**src/rtl/bram_stream_reader_if.sv**
```systemverilog
// Purpose : signal bundle between bram_stream_reader, its job controller, the RAM read port and the stream consumer.
// Latency : none, wires only.
// Backpressure: carries m_valid/m_ready; the reader stalls on m_ready=0 through its own credit logic.
// Ports   : start/start_addr/num_words/busy/done (job control), ram_addr/ram_rden/ram_dout (RAM read port),
//           m_valid/m_data/m_ready (output stream). master = the reader, slave = its environment.
interface bram_stream_reader_if #(
    parameter int C_DATA_WIDTH = 32,
    parameter int C_ADDR_WIDTH = 10
);
    logic                    start;
    logic [C_ADDR_WIDTH-1:0] start_addr;
    logic [C_ADDR_WIDTH:0]   num_words;
    logic                    busy;
    logic                    done;
    logic [C_ADDR_WIDTH-1:0] ram_addr;
    logic                    ram_rden;
    logic [C_DATA_WIDTH-1:0] ram_dout;
    logic                    m_valid;
    logic [C_DATA_WIDTH-1:0] m_data;
    logic                    m_ready;

    modport master (
        input  start, start_addr, num_words, ram_dout, m_ready,
        output busy, done, ram_addr, ram_rden, m_valid, m_data
    );

    modport slave (
        output start, start_addr, num_words, ram_dout, m_ready,
        input  busy, done, ram_addr, ram_rden, m_valid, m_data
    );
endinterface

```
**src/rtl/bram_stream_reader.sv**
```systemverilog
// Purpose : reads num_words consecutive RAM words from start_addr and streams them out on valid/ready.
// Latency : first m_valid C_RD_LATENCY+2 cycles after the start cycle, then one word per cycle.
// Backpressure: issues are credit-limited so in-flight reads plus FIFO contents never exceed C_FIFO_DEPTH.
// Ports   : clk, rst (async, active-high); bus (master modport): job control start/start_addr/num_words/
//           busy/done, RAM read port ram_addr/ram_rden/ram_dout, output stream m_valid/m_data/m_ready.
// C_FIFO_DEPTH must be a power of 2 and >= C_RD_LATENCY+1; full rate needs >= C_RD_LATENCY+2.
module bram_stream_reader #(
    parameter int C_DATA_WIDTH = 32,
    parameter int C_ADDR_WIDTH = 10,
    parameter int C_RD_LATENCY = 1,
    parameter int C_FIFO_DEPTH = 4
) (
    input  logic                clk,
    input  logic                rst,
    bram_stream_reader_if.master bus
);
    localparam int PW  = $clog2(C_FIFO_DEPTH);
    localparam int CW  = PW + 1;
    localparam int CW1 = CW + 1;

    typedef enum logic [1:0] {
        S_IDLE  = 2'd0,
        S_ISSUE = 2'd1,
        S_DRAIN = 2'd2
    } state_t;

    state_t                  state_q, state_d;
    logic [C_ADDR_WIDTH-1:0] addr_q, addr_d;
    logic [C_ADDR_WIDTH:0]   remaining_q, remaining_d;
    logic [C_RD_LATENCY-1:0] tag_q, tag_d, tag_shift;
    logic                    zero_done_q, zero_done_d;
    logic [C_DATA_WIDTH-1:0] mem_q [C_FIFO_DEPTH];
    logic [PW-1:0]           wr_ptr_q, rd_ptr_q;
    logic [CW-1:0]           count_q, count_d;
    logic [CW-1:0]           inflight;
    logic [CW:0]             credit_used;

    logic rden, busy, issue, push, pop, fifo_vld, final_pop;

    // Each tag bit marks a read that is still inside the RAM pipeline; the
    // oldest bit lines up with the cycle its data sits on ram_dout.
    always_comb begin
        inflight = '0;
        for (int i = 0; i < C_RD_LATENCY; i++) begin
            inflight = inflight + CW'(tag_q[i]);
        end
    end

    generate
        if (C_RD_LATENCY == 1) begin : g_tag_single
            assign tag_shift = issue;
        end else begin : g_tag_multi
            assign tag_shift = {tag_q[C_RD_LATENCY-2:0], issue};
        end
    endgenerate

    // Credit check uses the registered count only; a pop in the same cycle is
    // not credited, which costs nothing in safety and keeps the path short.
    assign credit_used = {1'b0, count_q} + {1'b0, inflight};
    assign issue       = (state_q == S_ISSUE) && (remaining_q != '0)
                         && (credit_used < CW1'(C_FIFO_DEPTH));
    assign push        = rden && tag_q[C_RD_LATENCY-1];
    assign fifo_vld    = (count_q != '0);
    assign pop         = fifo_vld && bus.m_ready;
    assign final_pop   = (state_q == S_DRAIN) && pop && (remaining_q == '0)
                         && (inflight == '0) && (count_q == CW'(1));

    // ---------------- FSM: state register ----------------
    always_ff @(posedge clk or posedge rst) begin
        if (rst) begin
            state_q <= S_IDLE;
        end else begin
            state_q <= state_d;
        end
    end

    // ---------------- FSM: next state ----------------
    always_comb begin
        state_d = state_q;
        case (state_q)
            S_IDLE: begin
                if (bus.start && (bus.num_words != '0)) begin
                    state_d = S_ISSUE;
                end
            end
            S_ISSUE: begin
                if (issue && (remaining_q == (C_ADDR_WIDTH+1)'(1))) begin
                    state_d = S_DRAIN;
                end
            end
            S_DRAIN: begin
                if (final_pop) begin
                    state_d = S_IDLE;
                end
            end
            default: state_d = S_IDLE;
        endcase
    end

    // ---------------- FSM: outputs ----------------
    // rden stays high for the whole job so the RAM's rden-gated output stages
    // keep advancing and data appears a fixed C_RD_LATENCY cycles after issue.
    always_comb begin
        rden = 1'b0;
        busy = 1'b0;
        case (state_q)
            S_ISSUE, S_DRAIN: begin
                rden = 1'b1;
                busy = 1'b1;
            end
            default: begin
                rden = 1'b0;
                busy = 1'b0;
            end
        endcase
        bus.busy     = busy;
        bus.ram_rden = rden;
        bus.ram_addr = addr_q;
        bus.done     = zero_done_q || final_pop;
        bus.m_valid  = fifo_vld;
        // Gated so the stream bus reads zero whenever nothing is presented.
        bus.m_data   = fifo_vld ? mem_q[rd_ptr_q] : '0;
    end

    // ---------------- datapath next state ----------------
    always_comb begin
        addr_d      = addr_q;
        remaining_d = remaining_q;
        zero_done_d = 1'b0;
        tag_d       = rden ? tag_shift : tag_q;
        count_d     = count_q;

        if ((state_q == S_IDLE) && bus.start) begin
            if (bus.num_words != '0) begin
                addr_d      = bus.start_addr;
                remaining_d = bus.num_words;
            end else begin
                zero_done_d = 1'b1;
            end
        end else if (issue) begin
            // Address wraps naturally at the top of the RAM.
            addr_d      = addr_q + 1'b1;
            remaining_d = remaining_q - 1'b1;
        end

        case ({push, pop})
            2'b10:   count_d = count_q + 1'b1;
            2'b01:   count_d = count_q - 1'b1;
            default: count_d = count_q;
        endcase
    end

    always_ff @(posedge clk or posedge rst) begin
        if (rst) begin
            addr_q      <= '0;
            remaining_q <= '0;
            tag_q       <= '0;
            zero_done_q <= 1'b0;
            wr_ptr_q    <= '0;
            rd_ptr_q    <= '0;
            count_q     <= '0;
        end else begin
            addr_q      <= addr_d;
            remaining_q <= remaining_d;
            tag_q       <= tag_d;
            zero_done_q <= zero_done_d;
            count_q     <= count_d;
            if (push) begin
                wr_ptr_q <= wr_ptr_q + 1'b1;
            end
            if (pop) begin
                rd_ptr_q <= rd_ptr_q + 1'b1;
            end
        end
    end

    // FIFO storage needs no reset: entries are only read once counted valid.
    always_ff @(posedge clk) begin
        if (push) begin
            mem_q[wr_ptr_q] <= bus.ram_dout;
        end
    end
endmodule

```
**src/flat_wrapper.sv**
```systemverilog
// flat-port wrapper written by rule: the top's interface ports become plain ports
module bram_stream_reader_flat 
#(
    parameter int C_DATA_WIDTH = 32,
    parameter int C_ADDR_WIDTH = 10,
    parameter int C_RD_LATENCY = 1,
    parameter int C_FIFO_DEPTH = 4
)
  (clk, rst, bus_start, bus_start_addr, bus_num_words, bus_ram_dout, bus_m_ready, bus_busy, bus_done, bus_ram_addr, bus_ram_rden, bus_m_valid, bus_m_data);
  bram_stream_reader_if #(.C_DATA_WIDTH(C_DATA_WIDTH), .C_ADDR_WIDTH(C_ADDR_WIDTH)) bus_i ();
  input  logic clk;
  input  logic rst;
  input wire logic [$bits(bus_i.start)-1:0] bus_start;
  input wire logic [$bits(bus_i.start_addr)-1:0] bus_start_addr;
  input wire logic [$bits(bus_i.num_words)-1:0] bus_num_words;
  input wire logic [$bits(bus_i.ram_dout)-1:0] bus_ram_dout;
  input wire logic [$bits(bus_i.m_ready)-1:0] bus_m_ready;
  output wire logic [$bits(bus_i.busy)-1:0] bus_busy;
  output wire logic [$bits(bus_i.done)-1:0] bus_done;
  output wire logic [$bits(bus_i.ram_addr)-1:0] bus_ram_addr;
  output wire logic [$bits(bus_i.ram_rden)-1:0] bus_ram_rden;
  output wire logic [$bits(bus_i.m_valid)-1:0] bus_m_valid;
  output wire logic [$bits(bus_i.m_data)-1:0] bus_m_data;
  assign bus_i.start = bus_start;
  assign bus_i.start_addr = bus_start_addr;
  assign bus_i.num_words = bus_num_words;
  assign bus_i.ram_dout = bus_ram_dout;
  assign bus_i.m_ready = bus_m_ready;
  assign bus_busy = bus_i.busy;
  assign bus_done = bus_i.done;
  assign bus_ram_addr = bus_i.ram_addr;
  assign bus_ram_rden = bus_i.ram_rden;
  assign bus_m_valid = bus_i.m_valid;
  assign bus_m_data = bus_i.m_data;
  bram_stream_reader #(.C_DATA_WIDTH(C_DATA_WIDTH), .C_ADDR_WIDTH(C_ADDR_WIDTH), .C_RD_LATENCY(C_RD_LATENCY), .C_FIFO_DEPTH(C_FIFO_DEPTH)) u_core (.clk(clk), .rst(rst), .bus(bus_i));
endmodule
```
**config.mk**
```make
export PLATFORM = sky130hd
export DESIGN_NAME = bram_stream_reader_flat
export DESIGN_NICKNAME = d
export VERILOG_FILES = /design/src/rtl/bram_stream_reader_if.sv /design/src/rtl/bram_stream_reader.sv /design/src/flat_wrapper.sv
export SDC_FILE = /design/constraint.sdc
export NUM_CORES = 1
export LEC_CHECK = 0
export BUFFER_PORTS_ARGS = -buffer_cell sky130_fd_sc_hd__buf_4
export CAP_MARGIN = 25
export CORE_MARGIN = 2
export CORE_UTILIZATION = 35
export CTS_CLUSTER_DIAMETER = 30
export DETAILED_ROUTE_END_ITERATION = 16
export SLEW_MARGIN = 10
export SYNTH_ARGS = -nofsm -noshare
export SYNTH_HDL_FRONTEND = slang
export SYNTH_SLANG_ARGS = --single-unit
export TNS_END_PERCENT = 50
```
**constraint.sdc**
```tcl
create_clock -name clk -period 2.1 [get_ports clk]
set_clock_uncertainty 0.05 [all_clocks]
set_input_delay 0.21 -clock clk [delete_from_list [all_inputs] [get_ports clk]]
set_output_delay 0.21 -clock clk [all_outputs]
set_load 0.05 [all_outputs]
```
After elaboration in Yosys (flattened, before gate mapping)
Memory sizes are Yosys's and may differ from the RTL's.
Index checks and enable logic that the tools add are counted.
- flip-flop bits (word level): 32
- latch bits: 0
- RAM bits: 128
- memory bits (read-only): 0
- bits of input ports: 57
- output and inout bits: 46
- word-level logic and storage cells: 67
- memories: 1
- add/subtract/negate cells: 7
- multipliers: 0
- div/mod/pow operators: 0
- order comparisons: 1
- eq/ne operators: 10
- shift operators: 0
- mux-type cells: 17
- bitwise logic cells: 0
- reductions and logical operators: 23
- memories (memory ; depth ; width ; rd ports ; clocked after memory_dff ; wr ports ; line ; text):
    u_core.mem_q ; 4 ; 32 ; 1 ; 0 ; 1 ; bram_stream_reader.sv:32 ; logic [C_DATA_WIDTH-1:0] mem_q [C_FIFO_DEPTH];
- operators with widths (cell ; number):
    two-way mux 11 bit ; 3
    two-way mux 32 bit ; 1
    two-way mux 10 bit ; 3
    nonzero test 11 bit ; 2
    equality test 11 x 1 -> 1 bit (second input constant) ; 1
    logical AND 1 bit ; 11
    zero test 11 bit ; 1
    subtractor 11 x 1 -> 11 bit (second input constant) ; 1
    adder 10 x 1 -> 10 bit (second input constant) ; 1
    two-way mux 2 bit ; 3
    != test 2 x 1 -> 1 bit (second input constant) ; 3
    one-hot mux 2 bit (3 select lines) ; 1
    one-hot mux 3 bit (2 select lines) ; 1
    two-way mux 1 bit ; 5
    adder 2 x 1 -> 2 bit (second input constant) ; 2
    adder 3 x 1 -> 4 bit ; 1
    equality test 2 x 1 -> 1 bit (second input constant) ; 2
    equality test 2 bit (second input constant) ; 2
    less-than comparator 4 x 3 -> 1 bit (second input constant) ; 1
    nonzero test 2 bit ; 2
    adder 3 x 1 -> 3 bit (second input constant) ; 1
    equality test 3 x 1 -> 1 bit (second input constant) ; 1
    zero test 3 bit ; 1
    AND reduction 3 bit ; 1
    other kinds (7) ; 7

Longest topological paths before layout
- depth in word-level cells: 8
- gate-level depth with buffers: 9
- mapped depth without buffers: 8

Worst setup path before layout
No wires, ideal clock.
- path type: flip-flop to flip-flop
- start point: register u_core.state_q[0]
- end point: memory u_core.mem_q[1][0] (enable)
- arrival time: 1998 ps
- data required time: 1658 ps
- setup slack: -340 ps
- stages on the path, launching flop included: 4
- path through: dfrtp_1 -> inv_1 -> ha_1 -> and3_1
- word-level cells in the longest chain between the ends: 6
- RTL lines (element ; line ; text):
    start, declared ; bram_stream_reader.sv:27 ; state_t state_q, state_d;
    start signal, assigned ; bram_stream_reader.sv:73 ; state_q <= state_d;
    equality test 2 bit / equality test 2 x 1 -> 1 bit (equally long branches) ; - ;
    OR reduction 2 bit * ; - ;
    two-way mux 1 bit * ; - ;
    via bus_busy ; flat_wrapper.sv:18 ; output wire logic [$bits(bus_i.busy)-1:0] bus_busy;
    logical AND 1 bit * ; bram_stream_reader.sv:62 ; assign push = rden && tag_q[C_RD_LATENCY-1];
    two-way mux 1 bit * ; bram_stream_reader.sv:179 ; if (push) begin
    two-way mux 1 bit (implied by the code) * ; bram_stream_reader.sv:180 ; mem_q[wr_ptr_q] <= bus.ram_dout;
    end, declared ; bram_stream_reader.sv:32 ;
The timed path passes the listed nets; every way through them passes the cells marked *.

Worst setup path after layout
- start point: register u_core.count_q[0]
- end point: output port bus_done
- word-level cells in the longest chain between the ends: 7
- RTL lines (element ; line ; text):
    start, declared ; bram_stream_reader.sv:34 ; logic [CW-1:0] count_q, count_d;
    start signal, assigned ; bram_stream_reader.sv:167 ; count_q <= count_d;
    nonzero test 3 bit ; bram_stream_reader.sv:63 ; assign fifo_vld = (count_q != '0);
    logical AND 1 bit ; bram_stream_reader.sv:64 ; assign pop = fifo_vld && bus.m_ready;
    logical AND 1 bit (2 in a row) ; bram_stream_reader.sv:65 ; assign final_pop = (state_q == S_DRAIN) && pop && (remaining_q == '0)
    logical AND 1 bit ; bram_stream_reader.sv:66 ; && (inflight == '0) && (count_q == CW'(1));
    logical AND 1 bit * ; bram_stream_reader.sv:66 ;
    logical OR 1 bit * ; bram_stream_reader.sv:119 ; bus.done = zero_done_q || final_pop;
    end, declared ; flat_wrapper.sv:19 ; output wire logic [$bits(bus_i.done)-1:0] bus_done;
Every way passes the cells marked *; elsewhere a longest branch is shown, timed or not.

==> key figures <==
Synthesis
  • Post-synth EDFFs: 128
  • Ys flop type: edfxtp_1
  • Seq/Total Area, Yosys: 66.68%
  • Mean post-synth cell area: 16.01 sq um
  • Post-synth top area cell: edfxtp_1
  • Mapped Nets: 509
  • Synth area leaders: edfxtp_1 (55%), dfrtp_1 (11%), mux4_2 (10%)
  • Synth top area share: 55.18%
  • Ys async rst share: 20.00%
  • Synth cell types: 55
  • Syn. warnings: 0
  • Synthesized cell area: 0.006965 sq mm
  • Syn Inst Count: 435
  • Seq cells post-synth: 160

Die
  • Die Width: 145.1 microns
  • Row cnt: 51
  • Core ar.: 0.01953 sq mm
  • Die footprint: 0.02105 sq mm
  • Initial core utilization: 35.67%
  • Die H: 145.1 microns
  • IO Pins: 103

Run
  • MaxCap Viol Count: 0

Hold path
  • Hold endpoint: u_core.bus.ram_addr[0]$_DFFE_PP0P_
  • HP Class: input port to flip-flop
  • Hold Path Depth: 3
  • Worst hold start: bus_start_addr[0]

Worst setup path
  • Crit path capture type: output pin
  • Startpoint Class: flip-flop
  • R2R Setup Slk: -0.11 ns
  • Worst-case reg-to-reg path depth: 10
  • Crit Path Class: flip-flop to output pin
  • Reg2reg start: u_core.count_q[0]$_DFFE_PP0P_
  • R2R Path End: u_core.state_q[0]$_DFFE_PP0P_
  • CP arrival: 2.03 ns
  • CP max FO: 2
  • CP Data Required Time: 1.84 ns

GRT
  • Vias in the first global route: 4,797
  • Pin count of the biggest net entering global routing: 34
  • All-Layer GR Usage: 15.31%
  • First-pass GRT wire length: 25,500 microns
  • Initial antenna violation count: 0
  • Global route overflow: 0

Finish
  • N_diodes: 0
  • Layout Area Growth over Synthesis: 40.76%
  • Finished Cell Area: 0.009804 sq mm
  • Finished Core Util: 50.21%
  • Nets: 697
  • Layout cells sized above 1: 43.24%
  • Final Non-Filler Cells: 901

CTS
  • Clock tree buffer depth: 2
  • Clock transition at path regs: 0.07 ns
  • CTS root buffer: clkbuf_16
  • Num CTS Buffers: 17
  • CTS tree: built
  • Worst-skew pair later-pin latency: 0.42 ns
  • CTS Sinks: 160
  • H-tree Lvls: 4

Timing
  • Max Clk Rate: 437.1 MHz
  • Slew HR: 71.08%
  • Slew of the pin with the lowest slew margin: 0.4338 ns
  • Final Max Slew Viols: 0
  • Tmin final: 2.288 ns
  • Final setup viols: 33
  • Final Worst Setup Slack: -0.1876 ns
  • Final Hold Viols: 0
  • Final TNS setup: -1.610 ns
  • RSZ-0062 raised after global routing: yes
  • Final Cycle Share: 108.9%

Placement
  • DP Area: 0.008329 sq mm
  • Placed cells: 816
  • Hpwl dp: 9806 microns
  • Dpl ws: 0.007748 ns
  • Port bufs: 102
  • Routability cong.: 0.8503

Detailed routing
  • Via count: 4,450
  • Vias per inst: 4.939
  • Initial DRT Pass Iterations: 5
  • Antenna-violating nets left: 0
  • WL per Instance: 17.18 microns
  • DRT Wirelength: 15,480 microns
  • DR iter-0 viols: 195
  • Drt drc: 0

Power and ir drop
  • Pleak: 3.749 nW
  • Power density over the cells: 1222 mW/mm^2
  • Worst IR Drop VDD: 0.7461 mV

Status
  • Failing checks: negative setup slack
  • Outcome: complete, but fails checks
-- cells in the final DEF (no fill, tap or decap), types with 5 or more instances in the layout --
cell	instances
edfxtp_1	128
nand3_1	7
dlygate4sd3_1	37
dfrtp_1	31
a21oi_1	14
inv_8	6
mux4_2	32
nor2_1	12
o22ai_1	5
inv_1	13
o22a_1	6
buf_12	10
buf_8	14
and2_4	32
nand2_1	24
buf_6	25
buf_4	102
ha_1	15
a31oi_1	6
nor3_1	9
clkbuf_16	17
o21ai_0	11
-- worst max path at each step --
stage	slack, ns	endpoint	startpoint	cells after the start
after detailed placement	0.008	u_core.state_q[0]$_DFFE_PP0P_	u_core.count_q[0]$_DFFE_PP0P_	7
after global placement	0.07	u_core.remaining_q[8]$_DFFE_PP0P_	bus_num_words[9]	7
after floorplan	-0.03	u_core.bus.ram_addr[3]$_DFFE_PP0P_	u_core.state_q[1]$_DFFE_PP0P_	8
final	-0.19	bus_done	u_core.count_q[0]$_DFFE_PP0P_	7
after CTS	-0.19	bus_done	u_core.count_q[0]$_DFFE_PP0P_	7
after global routing	-0.30	bus_done	u_core.count_q[0]$_DFFE_PP0P_	7
-- worst max-delay path, cell delays in order (launching register included) --
cell and delay, ns:
dfrtp_1 0.38, inv_2 0.07, ha_4 0.15, nand4b_1 0.16, or3_4 0.36, nor3b_4 0.19, a21o_1 0.15, buf_6 0.15
-- cell type report --
| cell class | instances | area, sq um |
|---|---|---|
| Fill cell | 1667 | 9722 |
| Sequential cell | 160 | 4646 |
| Inverter | 15 | 56.30 |
| Clock inverter | 15 | 166.4 |
| Tap cell | 265 | 331.6 |
| Timing Repair Buffer | 190 | 1883 |
| Multi-Input combinational cell | 239 | 2296 |
| Clock buffer | 17 | 425.4 |
-- cells in the mapped netlist, drive strengths merged (2+ instances only) --
cell type / count
ha: 17
dfrtp: 32
nor2: 12
o21ai: 12
a21oi: 14
and2: 34
buf: 10
nand2b: 2
or4: 3
mux4: 32
o311ai: 3
o22ai: 5
nor3: 9
xnor2: 4
a31oi: 7
and3: 7
nand4: 4
inv: 15
clkbuf: 11
edfxtp: 128
o211ai: 2
nand2: 24
o31ai: 4
xor2: 2
a21o: 2
nor4: 2
mux2: 2
or3: 3
o22a: 6
nor3b: 2
nand3: 7
o21a: 2
-- repair_timing --
| item | 4_1_cts | 5_1_grt |
|---|---|---|
| endpoints found under the hold margin | 163 | 1 |
| endpoints found under the setup margin | 34 | 49 |
| pin swaps | 5 | 10 |
| cloned | 2 | 0 |
| hold buffers | 36 | 1 |
| gates resized for setup | 83 | 22 |
| setup buffers | 12 | 4 |
-- routing by layer --
metal,track usage (%),share of wire (%),vias to the layer above
met4,3.676,0.55,0
met1,19.87,44,2234
met2,25.83,50,129
met5,0,0,-
li1,-,-,2078
met3,4.025,4.9,9
-- logic make-up (layout without fill, tap and decap cells) --
family          after synthesis  count (layout)  share of synthesized area [%]
compound gates               68              68                          7.293
simple gates                113             113                          8.945
fa+ha+maj                    17              17                          3.054
flops                       160             160                          66.68
buf+inv                      36             237                          2.461
xor+xnor                      6               6                         0.7544
mux                          35              35                          10.81
-- registers in the layout, indices dropped and copies added, names as in the netlist --
register,count
u_core.tag_q,1
u_core.bus.ram_addr,10
u_core.mem_q,128
u_core.remaining_q,11
u_core.rd_ptr_q,2
u_core.count_q,3
u_core.state_q,2
u_core.zero_done_q,1
u_core.wr_ptr_q,2
-- power by group --
| part | total (W) | switching (W) | internal, W |
|---|---|---|---|
| Clock | 0.00302 | 0.00141 | 0.00160 |
| Sequential | 0.00353 | 0.0000568 | 0.00348 |
| Combinational | 0.00543 | 0.00277 | 0.00265 |
| Total | 0.0120 | 0.00424 | 0.00773 |
-- per-stage QoR --
| step | hold slack, ns | power, W |
|---|---|---|
| 5_1_grt | 0.02123 | 0.01246 |
| 3_5_place_dp | 0.2954 | 0.007752 |
| 4_1_cts | 0.003979 | 0.01190 |
| 2_1_floorplan | 0.2589 | 0.006434 |
| 3_3_place_gp | 0.2934 | 0.007721 |
| 6_report | 0.03239 | 0.01198 |
No activity file was read; power rests on OpenSTA's default activity.
